[src/rtl/ram_arbiter_if.sv]
// Bundles the two requester ports and the shared ram port of ram_arbiter.
// The master modport is the arbiter's view; slave is the requesters and the ram.
interface ram_arbiter_if #(
  parameter int unsigned AW = 32,
  parameter int unsigned DW = 32
);
  logic          req0;
  logic          we0;
  logic [AW-1:0] addr0;
  logic [DW-1:0] wdata0;
  logic          done0;
  logic [DW-1:0] rdata0;

  logic          req1;
  logic          we1;
  logic [AW-1:0] addr1;
  logic [DW-1:0] wdata1;
  logic          done1;
  logic [DW-1:0] rdata1;

  logic          ram_read;
  logic          ram_write;
  logic [AW-1:0] ram_addr;
  logic [DW-1:0] ram_wdata;
  logic [DW-1:0] ram_rdata;

  modport master (
    input  req0, we0, addr0, wdata0,
    input  req1, we1, addr1, wdata1,
    input  ram_rdata,
    output done0, rdata0, done1, rdata1,
    output ram_read, ram_write, ram_addr, ram_wdata
  );

  modport slave (
    output req0, we0, addr0, wdata0,
    output req1, we1, addr1, wdata1,
    output ram_rdata,
    input  done0, rdata0, done1, rdata1,
    input  ram_read, ram_write, ram_addr, ram_wdata
  );
endinterface

[src/rtl/ram_arbiter.sv]
// Two-requester arbiter for the single data-memory port: IDLE -> ACCESS -> DONE.
// Define ARB_RR_EN for round-robin tie-breaking; default build uses fixed priority (port 0).
module ram_arbiter #(
  parameter int unsigned AW = 32,
  parameter int unsigned DW = 32
) (
  input  logic          clk,
  input  logic          rst,
  ram_arbiter_if.master bus
);

  typedef enum logic [1:0] {
    S_IDLE   = 2'd0,
    S_ACCESS = 2'd1,
    S_DONE   = 2'd2
  } state_t;

  state_t        state;
  logic          cmd_owner;
  logic          cmd_we;
  logic [AW-1:0] cmd_addr;
  logic [DW-1:0] cmd_wdata;
  logic          read_q;
  logic          write_q;
  logic          done0_q;
  logic          done1_q;
  logic [DW-1:0] rdata0_q;
  logic [DW-1:0] rdata1_q;

  logic          grant;
  logic          sel_we;
  logic [AW-1:0] sel_addr;
  logic [DW-1:0] sel_wdata;

`ifdef ARB_RR_EN
  logic last_owner;

  always_comb begin
    grant = 1'b0;
    if (bus.req0 && bus.req1) grant = ~last_owner;
    else if (bus.req1)        grant = 1'b1;
  end
`else
  always_comb begin
    grant = ~bus.req0;
  end
`endif

  always_comb begin
    sel_we    = grant ? bus.we1    : bus.we0;
    sel_addr  = grant ? bus.addr1  : bus.addr0;
    sel_wdata = grant ? bus.wdata1 : bus.wdata0;
  end

  always_ff @(posedge clk) begin
    if (rst) begin
      state     <= S_IDLE;
      cmd_owner <= 1'b0;
      cmd_we    <= 1'b0;
      cmd_addr  <= '0;
      cmd_wdata <= '0;
      read_q    <= 1'b0;
      write_q   <= 1'b0;
      done0_q   <= 1'b0;
      done1_q   <= 1'b0;
      rdata0_q  <= '0;
      rdata1_q  <= '0;
`ifdef ARB_RR_EN
      last_owner <= 1'b1;
`endif
    end else begin
      case (state)
        S_IDLE: begin
          if (bus.req0 || bus.req1) begin
            cmd_owner <= grant;
            cmd_we    <= sel_we;
            cmd_addr  <= sel_addr;
            cmd_wdata <= sel_wdata;
            read_q    <= ~sel_we;
            write_q   <= sel_we;
            state     <= S_ACCESS;
`ifdef ARB_RR_EN
            last_owner <= grant;
`endif
          end
        end
        S_ACCESS: begin
          read_q  <= 1'b0;
          write_q <= 1'b0;
          if (!cmd_we) begin
            if (cmd_owner) rdata1_q <= bus.ram_rdata;
            else           rdata0_q <= bus.ram_rdata;
          end
          done0_q <= ~cmd_owner;
          done1_q <= cmd_owner;
          state   <= S_DONE;
        end
        S_DONE: begin
          done0_q <= 1'b0;
          done1_q <= 1'b0;
          state   <= S_IDLE;
        end
        default: state <= S_IDLE;
      endcase
    end
  end

  // Strobes are gated by rst so a reset landing in ACCESS never commits the write.
  assign bus.ram_read  = read_q  & ~rst;
  assign bus.ram_write = write_q & ~rst;
  assign bus.ram_addr  = cmd_addr;
  assign bus.ram_wdata = cmd_wdata;
  assign bus.done0     = done0_q;
  assign bus.done1     = done1_q;
  assign bus.rdata0    = rdata0_q;
  assign bus.rdata1    = rdata1_q;

endmodule

[src/flat_wrapper.sv]
// flat-port wrapper written by rule: the top's interface ports become plain ports
module ram_arbiter_flat 
#(
  parameter int unsigned AW = 32,
  parameter int unsigned DW = 32
)
  (clk, rst, bus_req0, bus_we0, bus_addr0, bus_wdata0, bus_req1, bus_we1, bus_addr1, bus_wdata1, bus_ram_rdata, bus_done0, bus_rdata0, bus_done1, bus_rdata1, bus_ram_read, bus_ram_write, bus_ram_addr, bus_ram_wdata);
  ram_arbiter_if #(.AW(AW), .DW(DW)) bus_i ();
  input  logic clk;
  input  logic rst;
  input wire logic [$bits(bus_i.req0)-1:0] bus_req0;
  input wire logic [$bits(bus_i.we0)-1:0] bus_we0;
  input wire logic [$bits(bus_i.addr0)-1:0] bus_addr0;
  input wire logic [$bits(bus_i.wdata0)-1:0] bus_wdata0;
  input wire logic [$bits(bus_i.req1)-1:0] bus_req1;
  input wire logic [$bits(bus_i.we1)-1:0] bus_we1;
  input wire logic [$bits(bus_i.addr1)-1:0] bus_addr1;
  input wire logic [$bits(bus_i.wdata1)-1:0] bus_wdata1;
  input wire logic [$bits(bus_i.ram_rdata)-1:0] bus_ram_rdata;
  output wire logic [$bits(bus_i.done0)-1:0] bus_done0;
  output wire logic [$bits(bus_i.rdata0)-1:0] bus_rdata0;
  output wire logic [$bits(bus_i.done1)-1:0] bus_done1;
  output wire logic [$bits(bus_i.rdata1)-1:0] bus_rdata1;
  output wire logic [$bits(bus_i.ram_read)-1:0] bus_ram_read;
  output wire logic [$bits(bus_i.ram_write)-1:0] bus_ram_write;
  output wire logic [$bits(bus_i.ram_addr)-1:0] bus_ram_addr;
  output wire logic [$bits(bus_i.ram_wdata)-1:0] bus_ram_wdata;
  assign bus_i.req0 = bus_req0;
  assign bus_i.we0 = bus_we0;
  assign bus_i.addr0 = bus_addr0;
  assign bus_i.wdata0 = bus_wdata0;
  assign bus_i.req1 = bus_req1;
  assign bus_i.we1 = bus_we1;
  assign bus_i.addr1 = bus_addr1;
  assign bus_i.wdata1 = bus_wdata1;
  assign bus_i.ram_rdata = bus_ram_rdata;
  assign bus_done0 = bus_i.done0;
  assign bus_rdata0 = bus_i.rdata0;
  assign bus_done1 = bus_i.done1;
  assign bus_rdata1 = bus_i.rdata1;
  assign bus_ram_read = bus_i.ram_read;
  assign bus_ram_write = bus_i.ram_write;
  assign bus_ram_addr = bus_i.ram_addr;
  assign bus_ram_wdata = bus_i.ram_wdata;
  ram_arbiter #(.AW(AW), .DW(DW)) u_core (.clk(clk), .rst(rst), .bus(bus_i));
endmodule
[config.mk]
export PLATFORM = sky130hd
export DESIGN_NAME = ram_arbiter_flat
export DESIGN_NICKNAME = d
export VERILOG_FILES = /design/src/rtl/ram_arbiter_if.sv /design/src/rtl/ram_arbiter.sv /design/src/flat_wrapper.sv
export SDC_FILE = /design/constraint.sdc
export NUM_CORES = 1
export LEC_CHECK = 0
export ABC_AREA = 1
export ABC_CLOCK_PERIOD_IN_PS = 2500
export CAP_MARGIN = 20
export CORE_ASPECT_RATIO = 0.7
export CORE_MARGIN = 3
export CORE_UTILIZATION = 45
export DETAILED_ROUTE_END_ITERATION = 10
export GPL_ROUTABILITY_DRIVEN = 0
export PLACE_DENSITY = 0.87
export SETUP_SLACK_MARGIN = 0.5
export SYNTH_ARGS = -nofsm -noshare
export SYNTH_HDL_FRONTEND = slang
export SYNTH_SLANG_ARGS = --single-unit
[constraint.sdc]
create_clock -name clk -period 2.5 [get_ports clk]
set_clock_uncertainty 0.2 [all_clocks]
set_input_delay 0.5 -clock clk [delete_from_list [all_inputs] [get_ports clk]]
set_output_delay 0.5 -clock clk [all_outputs]
set_load 0.05 [all_outputs]
After elaboration in Yosys (flattened, before gate mapping) --
Cells that the tools add are included.
Word-level totals: output and inout port bits 132, word-level logic and storage cells 40, bits of input ports 166, bits in registers 136
Cells by class: reductions and logical operators 8, mux-type cells 11, bitwise logic cells 7, equality and inequality tests 3
Operators by type and width (count):
- $mux 32 | 2
- $pmux 1 s2 | 4
- $reduce_and 3->1 | 2
- $not 1->1 | 5
- $pmux 2 s2 | 1
- $reduce_and 2->1 | 2
- $reduce_bool 2->1 | 2
- $mux 1 | 3
- $and 1x1->1 | 2
- $eq 2x1->1 const B | 1
- $eq 2x2->1 const B | 1
- $logic_not 2->1 | 1
- $mux 2 | 1
- $ne 2x1->1 const B | 1
- $logic_or 1x1->1 | 1

Logic depth before layout (Yosys ltp) --
word-level depth 4, depth in mapped cells 8, depth with buffers taken out 6

Worst setup path before layout --
Ideal clock, no wire load.
path kind input to output, from in rst, to out bus_ram_read, path slack 460 ps, stages on the path 2, data required time 1800 ps, buffers on the path 1, arrival 1340 ps, cell sequence buf_2 -> nor2_1
On the way: longest elaborated chain between the ends 2
Ends and longest elaborated chain:
- start: declaration | line flat_wrapper.sv:10 | input logic rst;
- $not 1->1 | line ram_arbiter.sv:109 | assign bus.ram_read = read_q & ~rst;
- $and 1x1->1 | line ram_arbiter.sv:109
- end: declaration | line flat_wrapper.sv:24 | output wire logic [$bits(bus_i.ram_read)-1:0] bus_ram_read;
No other way between the ends.

Worst setup path in the final report --
from reg u_core.cmd_wdata[13] (netlist: u_core.bus.ram_wdata[13]), to out bus_ram_wdata[13]
RTL lines:
- start: declaration | line ram_arbiter.sv:22 | logic [DW-1:0] cmd_wdata;
- start signal: assignment | line ram_arbiter.sv:78 | cmd_wdata <= sel_wdata;
- end: declaration | line flat_wrapper.sv:27 | output wire logic [$bits(bus_i.ram_wdata)-1:0] bus_ram_wdata;
No word-level cell between the ends.

==> impl_metrics.yaml <==
critical_path:
  slowest_delay_ns: 0.56
  cp_max_fo: 2
  cp_num_buf_inv: 1
  critPathSlowestCell: "dlygate4sd2_1"
  arrival_ns: 1.28
  cp-end-kind: "output pin"
  crit_required_ns: 1.80
  path_cells: "dlygate4sd2_1"
  path_class: "register to output pin"
  cp-start-kind: "register"
  crit_family: "buffers and inverters"
finish:
  fin_nets: 1435
  area_growth_pct: 56.15
  fin_cells: 1463
  drive_above_1_share_pct: 6.808
  antenna_cells: 0
  fill_cells: 1061
synth:
  async_flop_share_pct: 0
  synthCells: 999
  syn-cell-area_sq_mm: 0.006329
  syn_nets: 1169
  yosysSeqAreaShare_pct: 43.02
  synth_most_common_cell: "nand2_1"
  synth_top_area_share_pct: 43.02
  ys.flop_type: "dfxtp_1"
  ys_ff_latch: 136
  ys_top_cells_by_area: "dfxtp_1 43%, nand2_1 24%, nor2_1 12%"
  yosys.area.top_type: "dfxtp_1"
  synth-edff-count: 0
  syn_area_per_cell_sq_um: 6.335
  ys_types: 17
  ys_top_cells_by_count: "398 x nand2_1, 205 x nor2_1, 136 x dfxtp_1, 75 x inv_1, 42 x buf_2"
  yosys_warnings: 0
clock_tree:
  cts_max_path_buffers: 2
  cts-root-buf: "clkbuf_16"
  cts.reportedPaths.clkPinSlew_ns: 0.06
  cts_max_level: 4
  clock-sinks: 136
  insertion_delay_ns: 0.39
  cts-buffers-inserted: 17
  postCtsSetupBuffers: 0
  cts_tree: "done"
run:
  maxCapViolations: 0
timing:
  rsz0062_at_grt: "false"
  fmax_ghz: 0.5047
  worst_slack_ns: 0.5187
  fin_setup_tns_ns: 0
  maxSlewViolCount: 0
  fin_crit_sh_pct: 79.25
  tightest_slew_ns: 0.5495
  slew_headroom_pct: 63.37
  min_period_ns: 1.981
  final-hold-violation-count: 0
  final-setup-viol-count: 0
detailed_routing:
  routed_wl_mm: 20.54
  via_count: 6880
  first_pass_iters: 5
  wire_per_inst_um: 14.04
  drt_iter0_drc: 355
  drtAntennaViolNets: 0
  vias_per_cell: 4.703
  drc: 0
global_route:
  grt_overflow_total: 0
  grt_max_degree: 74
  first_global_vias: 6302
  grt_pass1_wl_mm: 32.53
  antenna_found_initial: 0
  grtUsageTotal_pct: 25.64
power:
  leakage_uw: 0.004726
  power_density_mw_per_mm2: 781.9
  ir_worst_vdd_v: 0.0006325
floorplanning:
  initial_core_util_pct: 47.07
  design.die.area_sq_mm: 0.01555
  core_region_area_sq_mm: 0.01344
  fp-row-count: 35
  num_io_pins: 298
  die_y_um: 105.2
  die_w_um: 147.7
placed_design:
  post-dp-hpwl_mm: 14.82
  io_buffers: 297
  placed_cells: 1431
  place_ws_ns: 0.2971
worst_hold_path:
  hold_path.class: "register to register"
status:
  status: "finished clean"
==> cell families (layout without fill, tap and decap cells) <==
group                    count (synthesis)  after routing  synth area share, %
AND/OR/NAND/NOR                        675            675                43.36
flip-flops                             136            136                43.02
AO/OA/AOI/OAI                           40             40                3.341
adder cells (fa/ha/maj)                  4              4               0.7909
buffers and inverters                  144            423                9.490
==> final timing paths <==
path,cells after the start,to,slack (ns),startpoint
worst max-delay path,1,bus_ram_wdata[13],0.52,u_core.bus.ram_wdata[13]$_SDFFE_PP0P_
worst min-delay path,2,u_core.bus.rdata1[19]$_SDFFE_PP0P_,0.26,u_core.bus.rdata1[19]$_SDFFE_PP0P_
worst max register to register,5,u_core.bus.rdata1[9]$_SDFFE_PP0P_,0.72,u_core.state[1]$_SDFFE_PP0P_
worst min register to register,2,u_core.bus.rdata1[19]$_SDFFE_PP0P_,0.26,u_core.bus.rdata1[19]$_SDFFE_PP0P_
==> through the flow <==
stage / instance area, sq um / power [uW] / hold WS, ns / util [%]
finish: 9882 / 7727 / 0.2591 / 73.50
global placement: 9427 / 5393 / 0.2480 / 70.12
detailed placement: 9427 / 5436 / 0.2541 / 70.12
global route: 9882 / 8105 / 0.2795 / 73.50
CTS: 9905 / 7756 / 0.2594 / 73.67
floorplan: 6329 / 4407 / 0.3853 / -
==> placed cells by master, fill, tap and decap left out, types with 22 or more instances in the layout <==
cell             netlist  layout
nand2_1              398     398
dfxtp_1              136     136
clkdlybuf4s15_1        0      74
clkbuf_2               0      22
nor2_1               205     201
dlygate4sd2_1          0      31
nand4_1               32      32
clkdlybuf4s50_1        0     163
nand3b_1              32      32
inv_1                 75      73
a21oi_1               35      35
==> layout make-up <==
cell class	instances	area, sq um	share of cell area [%]
flip-flops and latches	136	2723	27.55
well taps	185	231.5	2.342
repair buffers	315	3029	30.65
clock inverters	14	150.1	1.519
inverters	76	286.5	2.899
multi-input cells	719	3023	30.59
clock buffers	18	439.2	4.444
==> sequential cells by signal, summed over array words and instances (netlist names) <==
signal	flops
u_core.read_q	1
u_core.bus.rdata1	32
u_core.write_q	1
u_core.state	2
u_core.bus.rdata0	32
u_core.bus.done0	1
u_core.cmd_we	1
u_core.bus.done1	1
u_core.bus.ram_addr	32
u_core.cmd_owner	1
u_core.bus.ram_wdata	32
==> power by group <==
part | switching [uW] | total [uW] | internal, uW
Sequential | 136 | 2580 | 2440
Combinational | 1830 | 2680 | 847
Clock | 972 | 2470 | 1500
Total | 2940 | 7730 | 4790
==> timing repair <==
item                                    4_1_cts  5_1_grt
pin swaps                                     0        0
gates cloned                                  0        0
gates resized for setup                     169       91
endpoints found under the setup margin      132       80
hold buffers                                  0        0
==> routing by layer <==
layer,vias to the layer above,share of wire (%),global-route usage (%),wire length [um]
li1,3562,-,-,-
met1,3061,42,31.47,8600
met2,228,49,44.23,10030
met3,29,7.3,6.532,1499
met4,0,2.0,8.112,411
met5,-,0,0,0
Note: power is estimated with default switching activity, not from simulation.
